[src/rtl/mem_lsu_pkg.sv]
// Shared LSU definitions: aluop codes, bus widths, reset constants and
// lane/size helpers used by mem_lsu and mem_load_align.
package mem_lsu_pkg;

  localparam int ALU_OP_W   = 8;
  localparam int DATA_W     = 32;
  localparam int ADDR_W     = 32;
  localparam int SEL_W      = 4;
  localparam int REG_ADDR_W = 5;

  localparam logic [DATA_W-1:0]     ZERO_WORD    = 32'h0000_0000;
  localparam logic [REG_ADDR_W-1:0] NOP_REG_ADDR = 5'b00000;

  localparam logic [ALU_OP_W-1:0] EXE_NOP_OP = 8'b0000_0000;
  localparam logic [ALU_OP_W-1:0] EXE_OR_OP  = 8'b0010_0101;
  localparam logic [ALU_OP_W-1:0] EXE_LB_OP  = 8'b1110_0000;
  localparam logic [ALU_OP_W-1:0] EXE_LBU_OP = 8'b1110_0100;
  localparam logic [ALU_OP_W-1:0] EXE_LH_OP  = 8'b1110_0001;
  localparam logic [ALU_OP_W-1:0] EXE_LHU_OP = 8'b1110_0101;
  localparam logic [ALU_OP_W-1:0] EXE_LW_OP  = 8'b1110_0011;
  localparam logic [ALU_OP_W-1:0] EXE_LL_OP  = 8'b1111_0000;
  localparam logic [ALU_OP_W-1:0] EXE_SB_OP  = 8'b1110_1000;
  localparam logic [ALU_OP_W-1:0] EXE_SH_OP  = 8'b1110_1001;
  localparam logic [ALU_OP_W-1:0] EXE_SW_OP  = 8'b1110_1011;
  localparam logic [ALU_OP_W-1:0] EXE_SC_OP  = 8'b1111_1000;

  typedef enum logic [1:0] {SZ_NONE = 2'd0, SZ_BYTE = 2'd1, SZ_HALF = 2'd2, SZ_WORD = 2'd3} acc_size_t;

  function automatic acc_size_t op_size(input logic [ALU_OP_W-1:0] op);
    case (op)
      EXE_LB_OP, EXE_LBU_OP, EXE_SB_OP:          op_size = SZ_BYTE;
      EXE_LH_OP, EXE_LHU_OP, EXE_SH_OP:          op_size = SZ_HALF;
      EXE_LW_OP, EXE_LL_OP, EXE_SW_OP, EXE_SC_OP: op_size = SZ_WORD;
      default:                                   op_size = SZ_NONE;
    endcase
  endfunction

  function automatic logic is_load_op(input logic [ALU_OP_W-1:0] op);
    case (op)
      EXE_LB_OP, EXE_LBU_OP, EXE_LH_OP, EXE_LHU_OP, EXE_LW_OP, EXE_LL_OP: is_load_op = 1'b1;
      default: is_load_op = 1'b0;
    endcase
  endfunction

  function automatic logic is_store_op(input logic [ALU_OP_W-1:0] op);
    case (op)
      EXE_SB_OP, EXE_SH_OP, EXE_SW_OP, EXE_SC_OP: is_store_op = 1'b1;
      default: is_store_op = 1'b0;
    endcase
  endfunction

  function automatic logic misaligned(input logic [ALU_OP_W-1:0] op, input logic [1:0] lo);
    case (op_size(op))
      SZ_HALF: misaligned = lo[0];
      SZ_WORD: misaligned = (lo != 2'b00);
      default: misaligned = 1'b0;
    endcase
  endfunction

  // Byte lanes are big-endian: address offset 0 is bus_sel[3].
  function automatic logic [SEL_W-1:0] lane_sel(input logic [ALU_OP_W-1:0] op, input logic [1:0] lo);
    case (op_size(op))
      SZ_BYTE: begin
        case (lo)
          2'b00:   lane_sel = 4'b1000;
          2'b01:   lane_sel = 4'b0100;
          2'b10:   lane_sel = 4'b0010;
          default: lane_sel = 4'b0001;
        endcase
      end
      SZ_HALF: lane_sel = lo[1] ? 4'b0011 : 4'b1100;
      SZ_WORD: lane_sel = 4'b1111;
      default: lane_sel = 4'b0000;
    endcase
  endfunction

  function automatic logic [DATA_W-1:0] store_data(input logic [ALU_OP_W-1:0] op, input logic [DATA_W-1:0] reg2);
    case (op_size(op))
      SZ_BYTE: store_data = {4{reg2[7:0]}};
      SZ_HALF: store_data = {2{reg2[15:0]}};
      default: store_data = reg2;
    endcase
  endfunction

endpackage

[src/rtl/mem_load_align.sv]
// Combinational load lane select and sign/zero extension of a captured
// big-endian bus word.
module mem_load_align
  import mem_lsu_pkg::*;
(
  input  logic [ALU_OP_W-1:0] aluop,
  input  logic [1:0]          addr_lo,
  input  logic [DATA_W-1:0]   data,
  output logic [DATA_W-1:0]   result
);

  logic [7:0]  byte_v;
  logic [15:0] half_v;

  always_comb begin
    byte_v = data[7:0];
    half_v = addr_lo[1] ? data[15:0] : data[31:16];
    case (addr_lo)
      2'b00:   byte_v = data[31:24];
      2'b01:   byte_v = data[23:16];
      2'b10:   byte_v = data[15:8];
      default: byte_v = data[7:0];
    endcase
    case (aluop)
      EXE_LB_OP:  result = {{24{byte_v[7]}}, byte_v};
      EXE_LBU_OP: result = {24'h000000, byte_v};
      EXE_LH_OP:  result = {{16{half_v[15]}}, half_v};
      EXE_LHU_OP: result = {16'h0000, half_v};
      default:    result = data;
    endcase
  end

endmodule

[src/rtl/mem_lsu.sv]
// MEM-stage load/store unit: IDLE/BUSY/DONE bus handshake with stall request.
// Optional LL/SC link bit enabled by defining LLSC_EN.
module mem_lsu
  import mem_lsu_pkg::*;
(
  input  logic                  clk,
  input  logic                  rst,
  input  logic [DATA_W-1:0]     mem_wdata,
  input  logic [REG_ADDR_W-1:0] mem_wd,
  input  logic                  mem_wreg,
  input  logic [ADDR_W-1:0]     mem_mem_addr,
  input  logic [ALU_OP_W-1:0]   mem_aluop,
  input  logic [DATA_W-1:0]     mem_reg2,
  input  logic                  flush,
  output logic [DATA_W-1:0]     wb_wdata,
  output logic [REG_ADDR_W-1:0] wb_wd,
  output logic                  wb_wreg,
  output logic                  bus_req,
  output logic                  bus_we,
  output logic [ADDR_W-1:0]     bus_addr,
  output logic [SEL_W-1:0]      bus_sel,
  output logic [DATA_W-1:0]     bus_wdata,
  input  logic [DATA_W-1:0]     bus_rdata,
  input  logic                  bus_ack,
  output logic                  stallreq,
  output logic                  excep_adel,
  output logic                  excep_ades
);

  typedef enum logic [1:0] {IDLE = 2'd0, BUSY = 2'd1, DONE = 2'd2} state_t;

  state_t            state;
  logic [DATA_W-1:0] data_q;
  logic [DATA_W-1:0] load_data;
  logic              is_load, is_store, is_mem, misal, sc_fail, start;

  assign is_load  = is_load_op(mem_aluop);
  assign is_store = is_store_op(mem_aluop);
  assign is_mem   = is_load | is_store;
  assign misal    = misaligned(mem_aluop, mem_mem_addr[1:0]);

`ifdef LLSC_EN
  logic llbit;
  assign sc_fail = (mem_aluop == EXE_SC_OP) && !llbit;

  // Link bit: set by a completed LL, cleared by SC, flush or reset.
  always_ff @(posedge clk) begin
    if (rst || flush) begin
      llbit <= 1'b0;
    end else if (state == DONE && mem_aluop == EXE_LL_OP) begin
      llbit <= 1'b1;
    end else if (mem_aluop == EXE_SC_OP && !misal && state != BUSY) begin
      llbit <= 1'b0;
    end else begin
      llbit <= llbit;
    end
  end
`else
  assign sc_fail = 1'b0;
`endif

  assign start = is_mem && !misal && !sc_fail;

  mem_load_align u_align (
    .aluop   (mem_aluop),
    .addr_lo (mem_mem_addr[1:0]),
    .data    (data_q),
    .result  (load_data)
  );

  // Handshake state and captured read data; flush abandons any transaction.
  always_ff @(posedge clk) begin
    if (rst) begin
      state  <= IDLE;
      data_q <= ZERO_WORD;
    end else if (flush) begin
      state <= IDLE;
    end else begin
      case (state)
        IDLE: state <= start ? BUSY : IDLE;
        BUSY: begin
          if (bus_ack) begin
            data_q <= bus_rdata;
            state  <= DONE;
          end else begin
            state <= BUSY;
          end
        end
        DONE:    state <= IDLE;
        default: state <= IDLE;
      endcase
    end
  end

  // Bus, stall, exception and writeback outputs; reset and flush quiet them all.
  always_comb begin
    bus_req    = 1'b0;
    bus_we     = 1'b0;
    bus_addr   = ZERO_WORD;
    bus_sel    = 4'b0000;
    bus_wdata  = ZERO_WORD;
    stallreq   = 1'b0;
    excep_adel = 1'b0;
    excep_ades = 1'b0;
    wb_wdata   = ZERO_WORD;
    wb_wd      = NOP_REG_ADDR;
    wb_wreg    = 1'b0;
    if (rst || flush) begin
      wb_wreg = 1'b0;
    end else begin
      wb_wd = mem_wd;
      case (state)
        IDLE: begin
          if (!is_mem) begin
            wb_wdata = mem_wdata;
            wb_wreg  = mem_wreg;
          end else if (misal) begin
            excep_adel = is_load;
            excep_ades = is_store;
          end else if (sc_fail) begin
            wb_wreg = 1'b1;
          end else begin
            stallreq = 1'b1;
          end
        end
        BUSY: begin
          stallreq  = 1'b1;
          bus_req   = 1'b1;
          bus_we    = is_store;
          bus_addr  = {mem_mem_addr[31:2], 2'b00};
          bus_sel   = lane_sel(mem_aluop, mem_mem_addr[1:0]);
          bus_wdata = is_store ? store_data(mem_aluop, mem_reg2) : ZERO_WORD;
        end
        DONE: begin
          if (is_load) begin
            wb_wdata = load_data;
            wb_wreg  = 1'b1;
          end else if (mem_aluop == EXE_SC_OP) begin
            wb_wdata = 32'd1;
            wb_wreg  = 1'b1;
          end else begin
            wb_wreg = 1'b0;
          end
        end
        default: wb_wreg = 1'b0;
      endcase
    end
  end

endmodule

[config.mk]
export PLATFORM = sky130hd
export DESIGN_NAME = mem_lsu
export DESIGN_NICKNAME = d
export VERILOG_FILES = /design/src/rtl/mem_lsu_pkg.sv /design/src/rtl/mem_load_align.sv /design/src/rtl/mem_lsu.sv
export SDC_FILE = /design/constraint.sdc
export NUM_CORES = 1
export LEC_CHECK = 0
export BUFFER_PORTS_ARGS = -buffer_cell sky130_fd_sc_hd__buf_4
export CORE_MARGIN = 2
export CORE_UTILIZATION = 39
export CTS_BUF_LIST = sky130_fd_sc_hd__clkbuf_4 sky130_fd_sc_hd__clkbuf_8
export CTS_CLUSTER_DIAMETER = 40
export DETAILED_ROUTE_END_ITERATION = 8
export GPL_ROUTABILITY_DRIVEN = 0
export PLACE_DENSITY = 0.83
export SYNTH_ARGS = -nofsm -noshare
export SYNTH_HDL_FRONTEND = slang
export SYNTH_HIERARCHICAL = 1
export SYNTH_SLANG_ARGS = --single-unit
[constraint.sdc]
create_clock -name clk -period 3.3 [get_ports clk]
set_input_delay 0.66 -clock clk [delete_from_list [all_inputs] [get_ports clk]]
set_output_delay 0.66 -clock clk [all_outputs]
set_load 0.03 [all_outputs]
# ---- After elaboration in Yosys (flattened, before gate mapping)
# Cells that the tools add are included.
dict set report word_totals {
  regBits 34
  latchBits 0
  ram_bits 0
  romBits 0
  output_inout_bits 111
  memories 0
}
dict set report op_classes {
  addsub 0
  multipliers 0
  div_mod_pow 0
  order_cmp 0
  n_eq_ne 19
  shift 0
  n_mux 50
  bitwise 2
  n_reduce_logical 13
}
# op count
set ops {}
lappend ops {{$mux 32} 8}
lappend ops {{$pmux 32 s2} 2}
lappend ops {{$pmux 32 s4} 1}
lappend ops {{$eq 8x8->1 const B} 10}
lappend ops {{$pmux 4 s3} 2}
lappend ops {{$pmux 8 s3} 1}
lappend ops {{$mux 1} 23}
lappend ops {{$mux 16} 1}
lappend ops {{$eq 2x2->1 const B} 6}
lappend ops {{$mux 4} 3}
lappend ops {{$reduce_or 4->1} 2}
lappend ops {{$eq 2x1->1 const B} 3}
lappend ops {{$mux 2} 3}
lappend ops {{$pmux 1 s2} 3}
lappend ops {{$pmux 2 s3} 1}
lappend ops {{$reduce_or 3->1} 2}
lappend ops {{$reduce_or 6->1} 1}
lappend ops {{$mux 5} 1}
lappend ops {{$logic_not 2->1} 2}
lappend ops {{$pmux 2 s2} 1}
lappend ops {{$reduce_and 3->1} 1}
lappend ops {{$reduce_bool 2->1} 1}
lappend ops {{$reduce_or 2->1} 1}
lappend ops {{$logic_and 1x1->1} 1}
lappend ops {{4 further kinds} 4}

# ---- Logic depth before layout (Yosys ltp)
# Gate-level depths: netlist of run 1.
dict set report depth {
  ltp_word 10
  depth_mapped 10
}

# ---- Cells and area by module
# Netlist of run 1, hierarchy kept.
# module instances cells_each area_per_inst_um2 seq_area_each_um2
set modules_own_cells {}
lappend modules_own_cells {mem_lsu 1 377 2633.8 680.7}
lappend modules_own_cells {mem_load_align 1 116 975.9 0.0}

# ---- Least setup slack after synthesis of run 1
# OpenSTA, ideal clock, no wires.
dict set report synth_path {
  path_type {input-to-output}
  from {input mem_aluop[0]}
  to {output excep_adel}
  arrival_time_ns 2.952
  path_slack_ns -0.312
  stages 10
  path_cell_list {or3b_2 -> a21oi_1 -> a21o_2 -> and2_1 -> ha_1 -> buf_1 -> nor2_1 -> nor2_1 -> nand3_1 -> nor3_1}
}
dict set report synth_via {
  elab_chain_cells 9
  word_cells_on_any_way 26
}
# item line
set synth_lines {}
lappend synth_lines {{from (decl)} mem_lsu.sv:12} ;# input logic [ALU_OP_W-1:0] mem_aluop,
lappend synth_lines {{$eq 8x8->1, on equally long branches} {mem_lsu_pkg.sv:30, mem_lsu_pkg.sv:46, mem_lsu_pkg.sv:39}}
lappend synth_lines {{$reduce_or 4->1 / $reduce_or 3->1 (equally long branches)} mem_lsu_pkg.sv:30} ;# case (op)
lappend synth_lines {{$pmux 2 s3} mem_lsu_pkg.sv:30}
lappend synth_lines {{$eq 2x2->1} mem_lsu_pkg.sv:53} ;# case (op_size(op))
lappend synth_lines {{$pmux 1 s2} mem_lsu_pkg.sv:53}
lappend synth_lines {{$mux 1} mem_lsu.sv:117} ;# end else if (misal) begin
lappend synth_lines {{$mux 1 *} mem_lsu.sv:114} ;# if (!is_mem) begin
lappend synth_lines {{$mux 1 *} mem_lsu.sv:112} ;# case (state)
lappend synth_lines {{$mux 1 *} mem_lsu.sv:108} ;# if (rst || flush) begin
lappend synth_lines {{to (decl)} mem_lsu.sv:26} ;# output logic excep_adel,
# Mark *: on every way between the ends. The rest lies on a longest branch, timed or not.

# ---- Final worst setup path of run 1
dict set report layout_path {
  from {input mem_aluop[0]}
  to {output bus_wdata[8]}
}
dict set report layout_via {
  elab_chain_cells 10
  word_cells_on_any_way 24
}
# item line
set layout_lines {}
lappend layout_lines {{$eq 8x8->1, on equally long branches} {mem_lsu_pkg.sv:30, mem_lsu_pkg.sv:46}}
lappend layout_lines {{$reduce_or 4->1 / $reduce_or 3->1 (equally long branches)} mem_lsu_pkg.sv:30}
lappend layout_lines {{$pmux 2 s3} mem_lsu_pkg.sv:30}
lappend layout_lines {{$mux 2} mem_lsu.sv:112}
lappend layout_lines {{$mux 2} mem_lsu.sv:108}
lappend layout_lines {{$eq 2x2->1 / $eq 2x1->1 (equally long branches)} mem_lsu_pkg.sv:78} ;# case (op_size(op))
lappend layout_lines {{$pmux 32 s2} mem_lsu_pkg.sv:78}
lappend layout_lines {{$mux 32 *} mem_lsu.sv:132} ;# bus_wdata = is_store ? store_data(mem_aluop, mem_reg2) : ZERO_WORD;
lappend layout_lines {{$mux 32 *} mem_lsu.sv:112}
lappend layout_lines {{$mux 32 *} mem_lsu.sv:108}
lappend layout_lines {{to (decl)} mem_lsu.sv:22} ;# output logic [DATA_W-1:0] bus_wdata,
# Mark *: on every way between the ends. The rest lies on a longest branch, timed or not. The select of a mux whose other input is x is not followed.

==> results of run 1 <==
[power groups by stage]
stage	Sequential [mW]	Clock, mW	Combinational, mW
6_report	0.413	0.292	0.397
3_5_place_dp	0.422	0	0.380
5_1_grt	0.413	0.318	0.422
3_3_place_gp	0.422	0	0.372
2_1_floorplan	0.422	0	0.175
4_1_cts	0.413	0.297	0.384
[per-layer routing]
layer	vias to the layer above	GRT usage [%]	share of wire, %
met2	230	44.7	49
li1	2294	-	-
met3	23	4.11	7.7
met5	-	0	0
met1	2228	35.5	41
met4	0	7.69	1.8
[metrics by stage]
step / TNS (ns) / std cells / power (mW) / util, %
floorplan: -0.00248 / 494 / 0.596 / -
global placement: -1.05 / 837 / 0.794 / 63.2
detailed placement: -2.66 / 837 / 0.802 / 63.2
CTS: 0 / 845 / 1.09 / 64.6
global route: -0.286 / 846 / 1.15 / 65.7
finish: 0 / 846 / 1.10 / 65.7
[cells by family (layout without fill, tap and decap cells)]
kind of cell	Yosys count	in the layout	synth area share, %
compound gates	165	165	33.9
flops	34	34	18.9
mux	18	18	7.97
buf+inv	71	312	9.22
simple gates	200	200	28.5
fa+ha+maj	4	4	1.39
other cells	1	2	0.104
[critical path: cells and delay by family]
| family | cells | cell delay, ns |
|---|---|---|
| buf+inv | 4 | 0.57 |
| compound gates | 2 | 0.33 |
| simple gates | 4 | 0.81 |
| fa+ha+maj | 1 | 0.21 |
[worst max path at each step]
stage	from	cells past startpoint	endpoint
6_report	mem_aluop[0]	11	bus_wdata[8]
5_1_grt	mem_aluop[0]	13	bus_wdata[16]
4_1_cts	mem_aluop[0]	8	bus_wdata[16]
3_5_place_dp	mem_aluop[0]	10	bus_wdata[10]
3_3_place_gp	mem_aluop[0]	10	bus_wdata[10]
2_1_floorplan	mem_aluop[0]	10	bus_wdata[10]
[state kept, by name (all words and copies together) (netlist names)]
signal	flops
data_q	32
state	2
[synth_stat cells (5+ instances only)]
cell type	count	share of area (%)
nor2_1	58	6.0
a21oi_1	46	6.4
clkbuf_1	38	4.0
nand2_1	38	4.0
dfxtp_1	34	19
a22o_1	32	7.8
and3_1	31	5.4
nand2b_1	25	4.3
a22oi_1	24	5.0
o2bb2ai_1	24	5.8
and2_1	14	2.4
inv_1	14	1.5
nor4_1	9	1.6
a211o_1	8	1.9
a221oi_1	8	1.9
mux4_2	8	5.0
o41ai_1	8	1.9
mux2i_1	7	1.9
buf_4	6	1.2
buf_2	5	0.69
nor3_1	5	0.69
[what timing repair did]
action | CTS | global route
resized for setup | 9 | 24
buffers inserted | 1 | 1
endpoints found under the setup margin | 27 | 35
pin swaps | 2 | 7
[area by class of cell]
class                      instances  share of cell area (%)
inverter                          15                   0.940
tap                              111                    2.32
sequential                        34                    11.4
timing repair buffer             290                    37.1
multi-input combinational        389                    46.9
clock buffer                       7                    1.40
==> results.py, run 1 <==
metrics = {
    "flow_run": {
        "cap_violations": 0,
    },
    "floorplan": {
        "rows": 35,
        "io-pin-count": 257,
        "die_x_um": 100,
        "core-area_sq_um": 9110,
        "die-area_sq_um": 10000,
        "initial_core_util_pct": 39.6,
        "die_h_um": 100,
    },
    "worst_setup_path": {
        "crit_arrival_ns": 2.59,
        "required_ns": 2.64,
        "reg2regPathDepth": 5,
        "worstSetupPathType": "input port to primary output",
        "cp_max_fo": 8,
        "r2r-end": "data_q[30]$_SDFFE_PP0P_",
        "cpMaxStageDelayCell": "or2_4",
        "cp_slowest_stage_delay_ns": 0.31,
        "reg2reg_slack_ns": 1.13,
        "startpoint_type": "input port",
        "r2r_start": "state[0]$_SDFF_PN0_",
        "cp-end-kind": "primary output",
        "crit_path_frequent_cell": "buf_4",
        "worstPathCellList": "buf_4 > buf_4 > or2_4 > nor3_2 > o21ai_2 > buf_4 > ha_2 > or2_4 > a22oi_1 > nor2_2 > buf_4",
    },
    "power": {
        "p_int_uw": 783,
        "seq_power_share_pct": 37.5,
        "max-vdd-ir-drop_v": 0.000151,
        "power.density_nw_per_um2": 184,
        "leakage_nw": 2.77,
        "swShare_pct": 29.0,
        "power.share.clock_pct": 26.5,
        "switching_power_uw": 320,
        "combPwrFrac_pct": 36.0,
    },
    "clocking": {
        "clock-sinks": 34,
        "ctsHoldBuffers": 0,
        "cts_tree": "done",
        "clk_latency_ns": 0.28,
        "cts_buffer_depth": 2,
        "numCtsBuffers": 5,
        "clk_pin_slew_ns": 0.06,
        "cts_root_buf": "clkbuf_8",
        "htreeDepth": 2,
    },
    "grt": {
        "antenna_found_initial": 0,
        "grt_first_pass_wirelength_um": 21800,
        "grt_pass1_vias": 4462,
        "grt_overflow": 0,
        "track_usage_pct": 26.6,
        "grt_max_degree": 36,
    },
    "timing": {
        "fin_crit_ns": 3.25,
        "clock_skew_ns": 0.00495,
        "relSlewSlack_pct": 26.4,
        "rsz0062_at_grt": "yes",
        "fmax_mhz": 308,
        "tightest_slew_ns": 1.10,
        "finalCritPeriodShare_pct": 98.5,
        "setup_ws_ns": 0.0508,
        "drv_slew": 0,
        "hold_viol_final": 0,
        "setup_viol": 0,
        "holdWs_ns": 0.513,
    },
    "route": {
        "vias_per_cell": 5.64,
        "wire_per_inst_um": 17.2,
        "dr.pass1.iters": 5,
        "num_vias": 4775,
        "drc": 0,
        "initialDrtViolationCount": 279,
        "totalWireLength_um": 14600,
        "ant_nets": 0,
    },
    "synth": {
        "synthFlopType": "dfxtp_1",
        "synth_cell_types": 52,
        "ys_seq_area_share_pct": 18.9,
        "ys_warn_count": 6,
        "netlist_area_sq_um": 3610,
        "synth_edf_count": 0,
        "syn_inst": 493,
        "synthArstFlopShare_pct": 0,
        "avgSynthCellArea_sq_um": 7.32,
        "ys_ff_latch": 34,
    },
    "place": {
        "place_area_sq_um": 5750,
        "portBuffers": 254,
        "dpl.hpwl_um": 11400,
        "post-place-ws_ns": -0.301,
    },
    "cells_and_area": {
        "multi_input_area_sq_um": 2810,
        "drive_gt1_share_pct": 50.2,
        "layout_common_cells": "buf_4 (285), a21oi_1 (40), nand2_1 (37)",
        "antenna-diode-count": 0,
        "fill_cells": 750,
        "mostFrequentLayoutCell": "buf_4",
        "seq_area_sq_um": 681,
        "fin_nets": 885,
        "area_delta_synth_final_pct": 65.9,
        "final_area_sq_um": 5990,
    },
    "min_path": {
        "hold-path-endpoint": "data_q[4]$_SDFFE_PP0P_",
        "hold_start": "data_q[4]$_SDFFE_PP0P_",
        "hold_depth": 2,
        "hp-class": "register to register",
    },
    "run_status": {
        "status": "complete, no violations",
    },
}
No activity file was read; power rests on OpenSTA's default activity.
==> run 2, diff against run 1 <==
- MAX_ROUTING_LAYER: unset -> met4
==> results.py, run 2 (synthesis results as in run 1) <==
metrics = {
    "run_status": {
        "status": "complete, no violations",
    },
    "timing": {
        "tightest_slew_ns": 1.11,
        "relSlewSlack_pct": 25.8,
        "rsz0062_at_grt": "yes",
        "drv_slew": 0,
        "setup_viol": 0,
        "fmax_mhz": 308,
        "finalCritPeriodShare_pct": 98.3,
        "clock_skew_ns": 0.00463,
        "fin_crit_ns": 3.24,
        "hold_viol_final": 0,
    },
    "worst_setup_path": {
        "crit_path_frequent_cell": "buf_4",
        "cpMaxStageDelayCell": "or2_4",
        "worstSetupPathType": "input port to primary output",
        "crit_arrival_ns": 2.58,
        "cp_max_fo": 8,
        "cp_slowest_stage_delay_ns": 0.31,
        "cp-end-kind": "primary output",
        "r2r_start": "state[0]$_SDFF_PN0_",
        "worstPathCellList": "buf_4 > buf_4 > or2_4 > nor3_2 > o21ai_2 > buf_4 > ha_2 > or2_4 > a22oi_1 > nor2_2 > buf_4",
        "required_ns": 2.64,
        "startpoint": "mem_aluop[0]",
        "startpoint_type": "input port",
    },
    "floorplan": {
        "core-area_sq_um": 9110,
        "rows": 35,
        "die_x_um": 100,
        "die_h_um": 100,
        "die-area_sq_um": 10000,
        "initial_core_util_pct": 39.6,
        "io-pin-count": 257,
    },
    "cells_and_area": {
        "postLayoutCoreUtil_pct": 65.7,
        "area_delta_synth_final_pct": 65.9,
        "mostFrequentLayoutCell": "buf_4",
        "fill_cells": 750,
        "drive_gt1_share_pct": 50.2,
        "top_register": "data_q",
        "antenna-diode-count": 0,
        "fin_nets": 885,
        "layout_common_cells": "buf_4 (285), a21oi_1 (40), nand2_1 (37)",
        "reg.largest.list": "data_q (32), state (2)",
        "largest_reg_flops": 32,
    },
    "clocking": {
        "numCtsBuffers": 5,
        "clk_latency_ns": 0.28,
        "cts_buffer_depth": 2,
        "clock-sinks": 34,
        "htreeDepth": 2,
        "clk_pin_slew_ns": 0.06,
        "cts_tree": "done",
        "cts_root_buf": "clkbuf_8",
    },
    "min_path": {
        "hp-class": "register to register",
        "hold_start": "data_q[4]$_SDFFE_PP0P_",
    },
    "grt": {
        "track_usage_pct": 27.4,
        "grt_pass1_vias": 4469,
        "grt_overflow": 0,
        "grt_first_pass_wirelength_um": 21700,
        "grt_max_degree": 36,
        "antenna_found_initial": 0,
    },
    "route": {
        "ant_nets": 0,
        "totalWireLength_um": 14600,
        "wire_per_inst_um": 17.3,
        "dr.pass1.iters": 5,
        "num_vias": 4807,
        "initialDrtViolationCount": 285,
        "drc": 0,
        "vias_per_cell": 5.68,
    },
    "place": {
        "portBuffers": 254,
        "dpl.hpwl_um": 11400,
    },
    "power": {
        "max-vdd-ir-drop_v": 0.000152,
        "leakage_nw": 2.77,
        "power.density_nw_per_um2": 184,
        "fin_total_pwr_mw": 1.10,
    },
    "flow_run": {
        "cap_violations": 0,
    },
}
==> run 2: cell counts in the layout (fill, tap and decap cells not counted) <==
No cell type changed its count.
==> run 2: through the flow <==
| step | hold WS (ns) | area, sq um | setup slack [ns] | instances | setup TNS (ns) |
|---|---|---|---|---|---|
| floorplan | 0.457 | 3690 | -0.00248 | 494 | -0.00248 |
| global route | 0.512 | 5990 | -0.0432 | 846 | -0.287 |
| detailed placement | 0.493 | 5750 | -0.301 | 837 | -2.66 |
| global placement | 0.486 | 5750 | -0.182 | 837 | -1.05 |
| finish | 0.511 | 5990 | 0.0559 | 846 | 0 |
| CTS | 0.504 | 5880 | 0.00312 | 845 | 0 |
==> run 2: report_power, final <==
group          internal, mW  switching [mW]  leakage [nW]  total [mW]
clock                 0.161           0.130        0.0452       0.292
sequential            0.412         0.00167         0.274       0.413
combinational         0.210           0.188          2.45       0.398
total                 0.783           0.320          2.77        1.10
==> run 2: final timing paths <==
kind,slack [ns],to,cells after the start
setup reg to reg,1.11,data_q[30]$_SDFFE_PP0P_,5
hold / removal,0.51,data_q[4]$_SDFFE_PP0P_,2
setup / recovery,0.06,bus_wdata[8],11
hold reg to reg,0.51,data_q[4]$_SDFFE_PP0P_,2
==> run 2: per-layer routing <==
metal | GRT usage, % | vias up | share of wire, %
li1 | - | 2299 | -
met1 | 35.7 | 2248 | 42
met2 | 44.5 | 236 | 49
met3 | 3.69 | 24 | 6.8
met4 | 7.80 | 0 | 2.0
met5 | - | - | 0
==> run 2: final cells by class <==
type	count	area, sq um	share of cell area [%]
timing repair buffer	290	2220	37.1
inverter	15	56.3	0.940
tap	111	139	2.32
clock buffer	7	83.8	1.40
multi-input combinational	389	2810	46.9
sequential	34	681	11.4
==> run 2: timing repair <==
action                                 4_1_cts  5_1_grt
hold buffers                                 0        0
endpoints found under the hold margin        0        0
pin swaps                                    2        7
resized for setup                            9       24
buffers inserted                             1        1
setup endpoints to repair                   27       35
==> run 2: critical path: cells and delay by family <==
kind                       cells  cell delay (ns)
AOI/OAI and AO/OA              2             0.33
and+or+nand+nor                4             0.80
adders and majority gates      1             0.20
buffers and inverters          4             0.57
==> run 3, diff against run 2 <==
- clock period: 3.3 -> 2.9 ns (I/O delays scaled with it)
==> results.py, run 3 (synthesis results as in run 1) <==
metrics = {
    "run_status": {
        "status": "finished with violations",
        "failed_checks": "setup timing",
    },
    "grt": {
        "grt_overflow": 0,
        "grt_max_degree": 36,
        "grt_pass1_vias": 4590,
        "grt_use_met2_pct": 47.2,
        "track_usage_pct": 28.7,
        "grt_first_pass_wirelength_um": 22600,
        "antenna_found_initial": 0,
        "grtUsageMet3_pct": 1.88,
        "grt_busiest_layer": "met2",
        "grt.met1_usage_pct": 36.8,
    },
    "floorplan": {
        "initial_core_util_pct": 39.6,
        "io-pin-count": 257,
        "die_h_um": 100,
        "rows": 35,
        "die_x_um": 100,
        "core-area_sq_um": 9110,
        "die-area_sq_um": 10000,
    },
    "cells_and_area": {
        "multi_input_area_sq_um": 2990,
        "fill_cells": 699,
        "mostFrequentLayoutCell": "buf_4",
        "finalNonFillerCells": 855,
        "largest_reg_flops": 32,
        "seq_area_sq_um": 681,
        "drive_gt1_share_pct": 54.0,
        "antenna-diode-count": 0,
        "fin_nets": 894,
        "reg.largest.list": "data_q (32), state (2)",
        "top_register": "data_q",
        "layout_common_cells": "buf_4 (260), nand2_1 (37), a21oi_1 (37)",
        "final_area_sq_um": 6380,
        "postLayoutCoreUtil_pct": 70.0,
        "area_delta_synth_final_pct": 76.7,
    },
    "route": {
        "wire_per_inst_um": 18.6,
        "vias_per_cell": 5.83,
        "num_vias": 4986,
        "totalWireLength_um": 15900,
        "dr.pass1.iters": 6,
        "ant_nets": 0,
        "drc": 0,
        "initialDrtViolationCount": 560,
    },
    "clocking": {
        "htreeDepth": 2,
        "numCtsBuffers": 5,
        "cts_root_buf": "clkbuf_8",
        "clock-sinks": 34,
        "cts_buffer_depth": 2,
        "cts_tree": "done",
        "clk_pin_slew_ns": 0.06,
        "ctsHoldBuffers": 0,
        "clk_latency_ns": 0.28,
    },
    "worst_setup_path": {
        "cp-end-kind": "primary output",
        "endpoint": "bus_wdata[26]",
        "startpoint_type": "input port",
        "startpoint": "mem_aluop[0]",
        "r2r_start": "state[0]$_SDFF_PN0_",
        "reg2regPathDepth": 5,
        "reg2reg_slack_ns": 1.15,
        "cp_max_fo": 8,
        "required_ns": 2.32,
        "worstSetupPathType": "input port to primary output",
        "crit_arrival_ns": 2.46,
        "r2r-end": "data_q[25]$_SDFFE_PP0P_",
    },
    "timing": {
        "fin_tns_setup_ns": -1.92,
        "finalCritPeriodShare_pct": 105,
        "fin_crit_ns": 3.04,
        "setup_ws_ns": -0.141,
        "hold_viol_final": 0,
        "fmax_mhz": 329,
        "tightest_slew_ns": 0.604,
        "drv_slew": 0,
        "clock_skew_ns": 0.00310,
        "rsz0062_at_grt": "yes",
        "setup_viol": 27,
        "relSlewSlack_pct": 59.7,
    },
    "place": {
        "dpl.hpwl_um": 11600,
        "place_area_sq_um": 5940,
        "post-place-cells": 843,
        "portBuffers": 254,
    },
    "min_path": {
        "hp-class": "register to register",
    },
    "power": {
        "max-vdd-ir-drop_v": 0.000274,
        "leakage_nw": 2.87,
        "power.density_nw_per_um2": 204,
    },
    "flow_run": {
        "cap_violations": 0,
    },
}
-- run 3: final cells by class --
type	count	share of cell area, %
clock buffer	7	1.31
inverter	15	0.922
multi-input combinational	390	46.9
sequential	34	10.7
tap	111	2.18
timing repair buffer	298	38.0
-- run 3: worst min path at each step --
stage,startpoint,to,slack (ns),cells past startpoint
finish,data_q[0]$_SDFFE_PP0P_,data_q[0]$_SDFFE_PP0P_,0.52,2
global route,bus_ack,state[0]$_SDFF_PN0_,0.53,2
CTS,data_q[0]$_SDFFE_PP0P_,data_q[0]$_SDFFE_PP0P_,0.51,2
detailed placement,data_q[0]$_SDFFE_PP0P_,data_q[0]$_SDFFE_PP0P_,0.50,2
global placement,data_q[2]$_SDFFE_PP0P_,data_q[2]$_SDFFE_PP0P_,0.49,2
floorplan,data_q[24]$_SDFFE_PP0P_,data_q[24]$_SDFFE_PP0P_,0.46,2
-- run 3: report_power, final --
| part | switching [mW] | total, mW | internal [mW] |
|---|---|---|---|
| clock | 0.154 | 0.337 | 0.184 |
| sequential | 0.00205 | 0.471 | 0.468 |
| combinational | 0.235 | 0.491 | 0.256 |
-- run 3: per-stage QoR --
stage	hold WS, ns	worst slack (ns)	total power, mW
final	0.517	-0.141	1.30
after global routing	0.528	-0.204	1.35
after CTS	0.508	-0.109	1.28
after detailed placement	0.497	-0.113	0.934
after global placement	0.492	-0.0771	0.921
after floorplan	0.457	0.0300	0.692
-- run 3: critical path, stage by stage --
cell and delay, ns:
buf_8 0.11, or3b_4 0.40, a21oi_2 0.13, a21o_2 0.13, nand2_2 0.08, ha_4 0.32
buf_6 0.11, buf_6 0.13, nor2_1 0.05, a21oi_1 0.19, nor2_2 0.05, buf_4 0.16
-- run 3: repair_timing --
action	in CTS	in global routing
setup endpoints to repair	46	45
pin swaps	25	24
buffers inserted	2	2
cloned	0	1
resized for setup	30	44
-- run 3: per-layer routing --
metal | up-vias | routed length (um) | share of wire [%]
met5 | - | 0 | 0
met4 | 0 | 617 | 3.9
met3 | 55 | 1280 | 8.0
li1 | 2316 | - | -
met2 | 300 | 7980 | 50
met1 | 2315 | 6060 | 38
